<file path="config.mk">
export PLATFORM = sky130hd
export DESIGN_NAME = gun_flash_seq_flat
export DESIGN_NICKNAME = d
export VERILOG_FILES = /design/src/rtl/gun_flash_seq_if.sv /design/src/rtl/gun_flash_seq.sv /design/src/flat_wrapper.sv
export SDC_FILE = /design/constraint.sdc
export NUM_CORES = 1
export LEC_CHECK = 0
export ABC_AREA = 1
export ABC_CLOCK_PERIOD_IN_PS = 1450
export BUFFER_PORTS_ARGS = -buffer_cell sky130_fd_sc_hd__buf_2
export CAP_MARGIN = 20
export CORE_ASPECT_RATIO = 1.4
export CORE_UTILIZATION = 40
export DETAILED_ROUTE_END_ITERATION = 12
export MAX_ROUTING_LAYER = met4
export PLACE_DENSITY_LB_ADDON = 0.05
export SLEW_MARGIN = 20
export SYNTH_ARGS = -nofsm -noshare
export SYNTH_HDL_FRONTEND = slang
export SYNTH_SLANG_ARGS = --single-unit
</file>
<file path="constraint.sdc">
create_clock -name clk -period 1.45 [get_ports clk]
set_input_delay 0.0725 -clock clk [delete_from_list [all_inputs] [get_ports clk]]
set_output_delay 0.0725 -clock clk [all_outputs]
set_load 0.05 [all_outputs]
</file>
<file path="src/rtl/gun_flash_seq_if.sv">
// Signal bundle between the trigger/input logic, gun_flash_seq and the draw stage.
// Optional cheat_flag exists only when GUN_FLASH_CHEAT_CHECK_EN is defined.
interface gun_flash_seq_if;
  logic frame_start;
  logic gun_is_connected;
  logic gun_trigger;
  logic gun_photodetector;
  logic flash_black;
  logic flash_target;
  logic busy;
  logic hit;
  logic miss;
`ifdef GUN_FLASH_CHEAT_CHECK_EN
  logic cheat_flag;

  modport master (
    output frame_start, gun_is_connected, gun_trigger, gun_photodetector,
    input  flash_black, flash_target, busy, hit, miss, cheat_flag
  );
  modport slave (
    input  frame_start, gun_is_connected, gun_trigger, gun_photodetector,
    output flash_black, flash_target, busy, hit, miss, cheat_flag
  );
`else
  modport master (
    output frame_start, gun_is_connected, gun_trigger, gun_photodetector,
    input  flash_black, flash_target, busy, hit, miss
  );
  modport slave (
    input  frame_start, gun_is_connected, gun_trigger, gun_photodetector,
    output flash_black, flash_target, busy, hit, miss
  );
`endif
endinterface

</file>
<file path="src/rtl/gun_flash_seq.sv">
// Light-gun flash sequencer: trigger pull -> one black frame -> TARGET_FRAMES lit frames -> hit/miss.
// Define GUN_FLASH_CHEAT_CHECK_EN to flag light seen during the black frame as a cheat.
module gun_flash_seq #(
  parameter int unsigned TARGET_FRAMES   = 1,
  parameter int unsigned COOLDOWN_FRAMES = 2,
  parameter int unsigned PD_MIN_CYCLES   = 16
) (
  input  logic           clk,
  input  logic           rst,
  gun_flash_seq_if.slave bus
);

  localparam logic [2:0] ST_IDLE     = 3'd0,
                         ST_ARM      = 3'd1,
                         ST_BLACK    = 3'd2,
                         ST_TARGET   = 3'd3,
                         ST_RESULT   = 3'd4,
                         ST_COOLDOWN = 3'd5;

  localparam logic [2:0] TGT_LAST     = 3'(TARGET_FRAMES - 1);
  localparam logic [2:0] CD_LAST      = 3'(COOLDOWN_FRAMES - 1);
  localparam bit         HAS_COOLDOWN = (COOLDOWN_FRAMES != 0);
  localparam logic [7:0] PD_MIN       = 8'(PD_MIN_CYCLES);

  logic       trig_meta_q, trig_sync_q, trig_prev_q;
  logic       pd_meta_q, pd_sync_q;
  logic [2:0] state_q, state_d;
  logic [2:0] frm_q, frm_d;
  logic [7:0] run_cnt_q, run_cnt_d, run_cnt_inc;
  logic       light_seen_q, light_seen_d, seen_nxt;
  logic       tgt_hit_q, tgt_hit_d;
  logic       shot_event;
  logic       in_result;

  // NOTE: every flop uses <= so all of them sample pre-edge values; blocking
  // assignments here would make the synchronizer collapse into a single stage.
  always_ff @(posedge clk or negedge rst) begin
    if (!rst) begin
      // Trigger is negative logic: reset to "not pulled" so leaving reset with
      // the trigger released can never look like a falling edge.
      trig_meta_q <= 1'b1;
      trig_sync_q <= 1'b1;
      trig_prev_q <= 1'b1;
      pd_meta_q   <= 1'b0;
      pd_sync_q   <= 1'b0;
    end else begin
      trig_meta_q <= bus.gun_trigger;
      trig_sync_q <= trig_meta_q;
      trig_prev_q <= trig_sync_q;
      pd_meta_q   <= bus.gun_photodetector;
      pd_sync_q   <= pd_meta_q;
    end
  end

  assign shot_event = trig_prev_q & ~trig_sync_q & bus.gun_is_connected &
                      (state_q == ST_IDLE);

  // Run-length light detector; seen_nxt is the flag as it will be after this edge.
  always_comb begin
    if (!pd_sync_q)             run_cnt_inc = 8'd0;
    else if (run_cnt_q >= PD_MIN) run_cnt_inc = PD_MIN;
    else                        run_cnt_inc = run_cnt_q + 8'd1;
  end

  assign seen_nxt = light_seen_q | (run_cnt_inc == PD_MIN);

  // NOTE: each always_comb output gets a default before the case so no path
  // leaves it unassigned, which would otherwise infer a latch.
  always_comb begin
    state_d   = state_q;
    frm_d     = frm_q;
    tgt_hit_d = tgt_hit_q;
    case (state_q)
      ST_IDLE: begin
        if (shot_event) state_d = ST_ARM;
      end
      ST_ARM: begin
        if (bus.frame_start) state_d = ST_BLACK;
      end
      ST_BLACK: begin
        if (bus.frame_start) begin
          state_d = ST_TARGET;
          frm_d   = 3'd0;
        end
      end
      ST_TARGET: begin
        if (bus.frame_start) begin
          if (frm_q == TGT_LAST) begin
            state_d   = ST_RESULT;
            tgt_hit_d = seen_nxt;
          end else begin
            frm_d = frm_q + 3'd1;
          end
        end
      end
      ST_RESULT: begin
        frm_d   = 3'd0;
        state_d = HAS_COOLDOWN ? ST_COOLDOWN : ST_IDLE;
      end
      ST_COOLDOWN: begin
        if (bus.frame_start) begin
          if (frm_q == CD_LAST) state_d = ST_IDLE;
          else                  frm_d   = frm_q + 3'd1;
        end
      end
      default: state_d = ST_IDLE;
    endcase

    // Losing the gun abandons the shot silently from any active state.
    if ((state_q != ST_IDLE) && !bus.gun_is_connected) state_d = ST_IDLE;
  end

  // The detector restarts on every state change so each phase is judged alone.
  always_comb begin
    if (state_d != state_q) begin
      run_cnt_d    = 8'd0;
      light_seen_d = 1'b0;
    end else begin
      run_cnt_d    = run_cnt_inc;
      light_seen_d = seen_nxt;
    end
  end

  always_ff @(posedge clk or negedge rst) begin
    if (!rst) begin
      state_q      <= ST_IDLE;
      frm_q        <= 3'd0;
      run_cnt_q    <= 8'd0;
      light_seen_q <= 1'b0;
      tgt_hit_q    <= 1'b0;
    end else begin
      state_q      <= state_d;
      frm_q        <= frm_d;
      run_cnt_q    <= run_cnt_d;
      light_seen_q <= light_seen_d;
      tgt_hit_q    <= tgt_hit_d;
    end
  end

  assign in_result        = (state_q == ST_RESULT);
  assign bus.flash_black  = (state_q == ST_BLACK);
  assign bus.flash_target = (state_q == ST_TARGET);
  assign bus.busy         = (state_q != ST_IDLE);

`ifdef GUN_FLASH_CHEAT_CHECK_EN
  logic cheat_q, cheat_d;

  // Light while the screen is forced black cannot come from the target.
  always_comb begin
    cheat_d = cheat_q;
    if (state_q == ST_IDLE)                   cheat_d = 1'b0;
    else if ((state_q == ST_BLACK) && seen_nxt) cheat_d = 1'b1;
  end

  always_ff @(posedge clk or negedge rst) begin
    if (!rst) cheat_q <= 1'b0;
    else      cheat_q <= cheat_d;
  end

  assign bus.hit        = in_result & tgt_hit_q & ~cheat_q;
  assign bus.miss       = in_result & (~tgt_hit_q | cheat_q);
  assign bus.cheat_flag = in_result & cheat_q;
`else
  assign bus.hit  = in_result & tgt_hit_q;
  assign bus.miss = in_result & ~tgt_hit_q;
`endif

endmodule

</file>
<file path="src/flat_wrapper.sv">
// flat-port wrapper written by rule: the top's interface ports become plain ports
module gun_flash_seq_flat 
#(
  parameter int unsigned TARGET_FRAMES   = 1,
  parameter int unsigned COOLDOWN_FRAMES = 2,
  parameter int unsigned PD_MIN_CYCLES   = 16
)
  (clk, rst, bus_frame_start, bus_gun_is_connected, bus_gun_trigger, bus_gun_photodetector, bus_flash_black, bus_flash_target, bus_busy, bus_hit, bus_miss);
  gun_flash_seq_if bus_i ();
  input  logic clk;
  input  logic rst;
  input wire logic [$bits(bus_i.frame_start)-1:0] bus_frame_start;
  input wire logic [$bits(bus_i.gun_is_connected)-1:0] bus_gun_is_connected;
  input wire logic [$bits(bus_i.gun_trigger)-1:0] bus_gun_trigger;
  input wire logic [$bits(bus_i.gun_photodetector)-1:0] bus_gun_photodetector;
  output wire logic [$bits(bus_i.flash_black)-1:0] bus_flash_black;
  output wire logic [$bits(bus_i.flash_target)-1:0] bus_flash_target;
  output wire logic [$bits(bus_i.busy)-1:0] bus_busy;
  output wire logic [$bits(bus_i.hit)-1:0] bus_hit;
  output wire logic [$bits(bus_i.miss)-1:0] bus_miss;
  assign bus_i.frame_start = bus_frame_start;
  assign bus_i.gun_is_connected = bus_gun_is_connected;
  assign bus_i.gun_trigger = bus_gun_trigger;
  assign bus_i.gun_photodetector = bus_gun_photodetector;
  assign bus_flash_black = bus_i.flash_black;
  assign bus_flash_target = bus_i.flash_target;
  assign bus_busy = bus_i.busy;
  assign bus_hit = bus_i.hit;
  assign bus_miss = bus_i.miss;
  gun_flash_seq #(.TARGET_FRAMES(TARGET_FRAMES), .COOLDOWN_FRAMES(COOLDOWN_FRAMES), .PD_MIN_CYCLES(PD_MIN_CYCLES)) u_core (.clk(clk), .rst(rst), .bus(bus_i));
endmodule
</file>
==> results.sh, run 1 <==
export IMPL_fin_crit_sh_pct=106.0
export IMPL_ir_drop_mv=1.015
export IMPL_grt_pass1_vias=960
export IMPL_finalHoldViolCount=0
export IMPL_status="finished, violations left"
export IMPL_drv_slew=0
export IMPL_grt_setup_unrepaired="yes"
export IMPL_finalSetupViolCount=10
export IMPL_core_um2=2643
export IMPL_violations="negative setup slack"
export IMPL_hold_path_class="input port to flop"
export IMPL_initialDrtViolationCount=19
export IMPL_drive_gt1_share_pct=48.57
export IMPL_fp_dieW_um=46.64
export IMPL_num_rows=22
export IMPL_seq_area_frac_synth_pct=47.42
export IMPL_max_freq_mhz=650.8
export IMPL_layout_nets=187
export IMPL_place_area_um2=1316
export IMPL_cts_tree="yes"
export IMPL_pre_cts_ws_ns=-0.07420
export IMPL_antenna_found_initial=0
export IMPL_fin_crit_ns=1.537
export IMPL_p_per_area_nw_per_um2=1633
export IMPL_finClkSkew_ns=0.009448
export IMPL_power_total_mw=2.562
export IMPL_endpoint_kind="flop"
export IMPL_num_vias=977
export IMPL_synthCells=137
export IMPL_drt_pass1_iterations=4
export IMPL_port_buffers=10
export IMPL_via_per_inst=4.630
export IMPL_dp_hpwl_mm=1.656
export IMPL_gr_usage_all_layers_pct=18.86
export IMPL_cp_arrival_ns=1.79
export IMPL_syn_area_per_cell_um2=8.146
export IMPL_die_area_um2=3008
export IMPL_whs_ns=0.1997
export IMPL_die_h_um=64.50
export IMPL_wl_per_cell_um=11.17
export IMPL_cpMaxStageDelayCell="dfrtp_1"
export IMPL_clock_latency_ns=0.31
export IMPL_diodes=0
export IMPL_power_leakage_nw=0.7966
export IMPL_path_max_fanout=6
export IMPL_setup_ws_ns=-0.08651
export IMPL_cp_start_kind="flop"
export IMPL_htree_levels=1
export IMPL_synthDistinctLibCells=22
export IMPL_max_cap_violations=0
export IMPL_ys_warn_count=0
export IMPL_cts_buffers=3
export IMPL_crit_chain="inv_1 > ha_2 > nand2_2 > nor2_2 > nand2_2 > nand3_2 > nand2_2 > nand2_2 > nand2_2 > nor2_4 > nand2_4 > nor2_2"
export IMPL_syn_area_um2=1116
export IMPL_cts_root_buf="clkbuf_4"
export IMPL_start_util_pct=42.23
export IMPL_grt_max_degree=22
export IMPL_grt_overflow=0
export IMPL_place_congestion=0.8849
export IMPL_crit_top_cell="nand2_2"
export IMPL_path_class="flop to flop"
export IMPL_clk_pin_slew_ns=0.12
export IMPL_ys_seq_elements=21
export IMPL_drt_total_wl_mm=2.357
export IMPL_cp_data_required_time_ns=1.70
export IMPL_route_antenna_remaining_nets=0
export IMPL_grt_pass1_wl_mm=3.960
export IMPL_cp_slowest_stage_delay_ns=0.42
export IMPL_ios=11
export IMPL_final_util_pct=59.38
export IMPL_fin_area_um2=1569
export IMPL_area_growth_pct=40.58
export IMPL_clk_path_buf_depth=2
export IMPL_drc=0
export IMPL_cts_sinks=21
==> cell usage in the layout (no fill, tap or decap) <==
| master | n |
|---|---|
| nor2_2 | 6 |
| buf_4 | 19 |
| o21ai_2 | 2 |
| nand3_2 | 4 |
| dfstp_2 | 3 |
| ha_2 | 3 |
| nor2_4 | 6 |
| nor2_1 | 10 |
| dlygate4sd3_1 | 3 |
| a21oi_2 | 1 |
| buf_6 | 3 |
| xnor2_1 | 1 |
| clkinvlp_4 | 1 |
| o21ai_1 | 3 |
| conb_1 | 3 |
| nand2_4 | 4 |
| inv_2 | 5 |
| nand2_2 | 12 |
| nand3_1 | 11 |
| inv_1 | 19 |
| ha_1 | 2 |
| nand2_1 | 18 |
| nand4_1 | 4 |
| dfrtp_2 | 3 |
| buf_8 | 1 |
| buf_2 | 5 |
| dfrtp_1 | 15 |
| clkbuf_4 | 5 |
| o21ai_0 | 1 |
| or2_2 | 1 |
| nor3_4 | 1 |
==> kinds of logic after synthesis <==
| logic type | Yosys count | share of synthesized area (%) |
|---|---|---|
| other | 1 | 0.3360 |
| and+or+nand+nor | 77 | 33.30 |
| xor gates and xnor gates | 1 | 0.7849 |
| AOI/OAI and AO/OA | 7 | 3.812 |
| DFF | 21 | 47.42 |
| adders and majority gates | 5 | 5.605 |
| buffers and inverters | 25 | 8.745 |
==> sequential cells by signal (all words and copies together), names as in the netlist <==
signal               cells
u_core.run_cnt_q         8
u_core.frm_q             3
u_core.state_q           3
u_core.light_seen_q      1
u_core.pd_meta_q         1
u_core.pd_sync_q         1
u_core.tgt_hit_q         1
u_core.trig_meta_q       1
u_core.trig_prev_q       1
u_core.trig_sync_q       1
==> timing repair <==
action,CTS,global route
buffers inserted,6,4
endpoints found under the setup margin,11,17
gates resized for setup,20,22
endpoints found under the hold margin,20,0
pin swaps,3,11
hold buffers,3,0
==> worst max-delay path: cells and delay by family, from the launching register on <==
family | cells | cell delay [ns]
buf+inv | 1 | 0.07
flops | 1 | 0.42
fa+ha+maj | 1 | 0.18
simple gates | 10 | 0.79
==> power by group <==
part           total, mW  switching [mW]  internal [mW]
clock              0.292           0.187          0.105
sequential         0.791           0.104          0.688
combinational       1.48           0.872          0.606
total               2.56            1.16           1.40
==> per-layer routing <==
metal	vias to the layer above	global-route usage (%)	share of wire [%]	routed length, µm
met5	-	-	0	0
met4	0	7.500	2.5	58
met3	7	2.507	1.8	42
met2	14	33.51	55	1298
met1	463	19.96	41	958
li1	493	-	-	-
==> cells in the mapped netlist <==
cell     count  area [µm²]
nand3_1     12       60.06
nor2_1      18       67.56
nand2_1     28       105.1
dfstp_2      3       78.83
nor2_2       3       18.77
xnor2_1      1       8.760
or2_2        1       6.260
nor2_4       1       11.26
nand2_2      6       37.54
nor3_2       1       10.01
buf_4        1       7.510
conb_1       1       3.750
nand4_1      4       25.02
o21ai_0      3       15.01
inv_2        2       7.510
o21ai_1      2       10.01
nand3_2      3       30.03
ha_1         5       62.56
a21oi_2      1       8.760
inv_1       22       82.58
dfrtp_1     18       450.4
o21ai_2      1       8.760
==> cell type report <==
cell class	count	area [µm²]
fillers	253	1074
multi-input cells	93	609.3
flip-flops and latches	21	533.0
repair buffers	33	261.5
inverters	24	90.09
well taps	36	45.04
clock buffers	3	22.52
clock inverters	1	7.507
==> path summary, 6_finish.rpt <==
check	start	end	slack, ns	cells past startpoint
max in group asynchronous	rst	u_core.state_q[1]	0.87	2
min	bus_gun_is_connected	u_core.state_q[0]	0.20	5
min in group asynchronous	rst	u_core.run_cnt_q[6]	0.22	2
max reg2reg	u_core.frm_q[0]	u_core.run_cnt_q[0]	-0.09	12
max	u_core.frm_q[0]	u_core.run_cnt_q[0]	-0.09	12
min reg2reg	u_core.trig_meta_q	u_core.trig_sync_q	0.37	0
==> metrics by stage <==
stage                     TNS (ns)  cells
after floorplan            -0.6049    139
after global placement     -0.4387    194
after detailed placement   -0.3321    194
after CTS                  -0.4423    207
after global routing        -1.694    211
final                      -0.4239    211
No activity file was read; power rests on OpenSTA's default activity.
==> run 2, diff against run 1 <==
- ABC_AREA: 1 -> unset
- PLACE_DENSITY: unset -> 0.68
- PLACE_DENSITY_LB_ADDON: 0.05 -> unset
==> results.sh, run 2 <==
export IMPL_status="finished, violations left"
export IMPL_violations="negative setup slack"
export IMPL_drt_pass1_iterations=2
export IMPL_hold_path_class="input port to flop"
export IMPL_endpoint="u_core.run_cnt_q[2]"
export IMPL_reg_top3="u_core.run_cnt_q (8), u_core.frm_q (3), u_core.state_q (3)"
export IMPL_p_switching_mw=0.3717
export IMPL_yosysTopAreaCellShare_pct=43.96
export IMPL_drv_slew=0
export IMPL_drive_gt1_share_pct=45.38
export IMPL_path_max_fanout=6
export IMPL_endpoint_kind="flop"
export IMPL_busiest_layer="met2"
export IMPL_path_class="flop to flop"
export IMPL_r2r_end="u_core.run_cnt_q[2]"
export IMPL_fin_area_um2=1499
export IMPL_cp_data_required_time_ns=1.68
export IMPL_use_met2_pct=33.19
export IMPL_power_total_mw=1.264
export IMPL_synth_edf_count=0
export IMPL_seqPwrFrac_pct=52.4
export IMPL_p_per_area_nw_per_um2=843.5
export IMPL_antenna_found_initial=0
export IMPL_crit_path_start="u_core.state_q[0]"
export IMPL_fin_crit_ns=1.608
export IMPL_grt_setup_unrepaired="yes"
export IMPL_ys_seq_elements=21
export IMPL_seq_area_frac_synth_pct=51.65
export IMPL_finalHoldViolCount=0
export IMPL_fp_dieW_um=44.78
export IMPL_clk_pin_slew_ns=0.11
export IMPL_finClkSkew_ns=0.0008115
export IMPL_port_buffers=10
export IMPL_htree_levels=1
export IMPL_intPower_mw=0.8927
export IMPL_layout_nets=142
export IMPL_initialDrtViolationCount=6
export IMPL_gr_usage_all_layers_pct=18.05
export IMPL_rrSetupSlack_ns=-0.16
export IMPL_start_util_pct=42.39
export IMPL_r2r_cells=4
export IMPL_ys_flop_type="dfrtp_1"
export IMPL_setup_ws_ns=-0.1584
export IMPL_grt_use_met3_pct=2.601
export IMPL_crit_family="simple AND/OR/NAND/NOR gates"
export IMPL_diodes=0
export IMPL_place_congestion=0.8890
export IMPL_cp_start_kind="flop"
export IMPL_max_cap_violations=0
export IMPL_use_met1_pct=17.13
export IMPL_cts_root_buf="clkbuf_4"
export IMPL_crit_buf_inv=0
export IMPL_ios=11
export IMPL_ys_warn_count=0
export IMPL_area_growth_pct=46.28
export IMPL_syn_area_um2=1025
export IMPL_cts_tree="yes"
export IMPL_final_common_cell="dfrtp_1"
export IMPL_synthDistinctLibCells=36
export IMPL_die_area_um2=2771
export IMPL_cpMaxStageDelayCell="dfrtp_1"
export IMPL_syn_area_per_cell_um2=10.46
export IMPL_fillers=211
export IMPL_r2r_start="u_core.state_q[0]"
export IMPL_num_rows=21
export IMPL_largest_reg_flops=8
export IMPL_ys_top_cells_by_area="dfrtp_1 (44%), dfstp_2 (7.7%), ha_1 (6.1%)"
export IMPL_yosysMostFrequentCell="dfrtp_1"
export IMPL_grt_max_degree=22
export IMPL_die_h_um=61.89
export IMPL_combPwrFrac_pct=26.0
export IMPL_fin_crit_sh_pct=110.9
export IMPL_synthCells=98
export IMPL_yosysTopAreaCell="dfrtp_1"
export IMPL_via_per_inst=5.061
export IMPL_ir_drop_mv=0.6838
export IMPL_finalSetupViolCount=12
export IMPL_drc=0
export IMPL_cp_slowest_stage_delay_ns=0.40
export IMPL_final_util_pct=62.01
export IMPL_switching_share_pct=29.40
export IMPL_drt_total_wl_mm=2.221
export IMPL_cts_buffers=3
export IMPL_synthArstFlopShare_pct=100.0
export IMPL_num_vias=830
export IMPL_layout_common_cells="dfrtp_1 (18), buf_4 (15), inv_1 (8)"
export IMPL_grt_pass1_vias=835
export IMPL_dp_hpwl_mm=1.506
export IMPL_p_clk_share_pct=21.6
export IMPL_cts_sinks=21
export IMPL_max_freq_mhz=621.7
export IMPL_cp_arrival_ns=1.84
export IMPL_core_um2=2417
export IMPL_crit_chain="or3_4 > a31o_1 > a211o_4 > nor3_2"
export IMPL_wl_per_cell_um=13.54
export IMPL_pre_cts_ws_ns=-0.1600
export IMPL_grt_overflow=0
export IMPL_largest_register="u_core.run_cnt_q"
export IMPL_path_depth=4
export IMPL_power_leakage_nw=0.6521
export IMPL_ys_top_cells_by_count="dfrtp_1 (18), inv_1 (8), nor2_1 (8)"
export IMPL_place_area_um2=1204
export IMPL_grt_pass1_wl_mm=3.332
export IMPL_route_antenna_remaining_nets=0
export IMPL_clock_latency_ns=0.30
export IMPL_clk_path_buf_depth=2
==> run 2: cell count changes in the layout (fill, tap and decap cells not counted), moves of 5 or more <==
cell     previous run  this run
inv_1              19         8
inv_2               5         0
nand2_1            18         4
nand2_2            12         1
nand3_1            11         3
nor2_2              6         1
nor2_4              6         1
==> run 2: repair_timing <==
item / in CTS / in global routing
hold endpoints to repair: 20 / 0
pin swaps: 2 / 7
gates resized for setup: 28 / 17
setup buffers: 4 / 1
endpoints found under the setup margin: 14 / 18
hold buffers: 3 / 0
==> run 2: how the worst min path moves through the flow <==
| stage | end | cells past startpoint | from |
|---|---|---|---|
| after floorplan | u_core.frm_q[0] | 0 | rst |
| after global placement | u_core.pd_meta_q | 1 | rst |
| after detailed placement | u_core.pd_meta_q | 1 | rst |
| after CTS | u_core.state_q[1] | 3 | bus_gun_is_connected |
| after global routing | u_core.state_q[1] | 3 | bus_gun_is_connected |
| final | u_core.state_q[1] | 3 | bus_gun_is_connected |
==> run 2: cell families (layout without fill, tap and decap cells) <==
logic type | Yosys count | in the layout | synth area share (%)
and+or+nand+nor | 39 | 39 | 21.00
DFF | 21 | 21 | 51.65
AOI/OAI and AO/OA | 15 | 15 | 10.50
buffers and inverters | 11 | 41 | 4.883
adders and majority gates | 5 | 5 | 6.105
xor gates and xnor gates | 3 | 3 | 2.565
muxes | 3 | 3 | 2.931
other | 1 | 3 | 0.3659
==> run 2: cell type report <==
cell class	instances	area, µm²	share of cell area (%)
flip-flops and latches	21	529.3	35.31
multi-input cells	68	626.9	41.82
repair buffers	29	242.7	16.19
clock inverters	1	5.005	0.3339
inverters	8	30.03	2.003
clock buffers	3	22.52	1.503
well taps	34	42.54	2.838
==> run 2: worst min-delay path, stage by stage <==
cell and delay [ns]:
buf_2 0.12, inv_1 0.12, a2111oi_4 0.06
==> run 2: power by group through the flow <==
| stage | clock [mW] | sequential (mW) | combinational [mW] |
|---|---|---|---|
| 3_5_place_dp | 0 | 0.671 | 0.258 |
| 5_1_grt | 0.305 | 0.668 | 0.365 |
| 6_report | 0.273 | 0.663 | 0.329 |
| 2_1_floorplan | 0 | 0.665 | 0.149 |
| 4_1_cts | 0.284 | 0.661 | 0.309 |
| 3_3_place_gp | 0 | 0.668 | 0.245 |
==> run 2: layer usage <==
metal	wire length, µm	share of wire (%)
met5	0	0
met4	65	2.9
met3	34	1.5
met2	1261	57
met1	859	39
==> run 2: stage by stage <==
stage	TNS, ns	hold slack (ns)	cells
after CTS	-1.242	0.05589	164
after global placement	-0.3917	0.04217	153
after floorplan	-1.371	-0.2231	100
final	-1.098	0.09007	164
after global routing	-1.940	0.09842	164
after detailed placement	-0.8290	0.04772	153
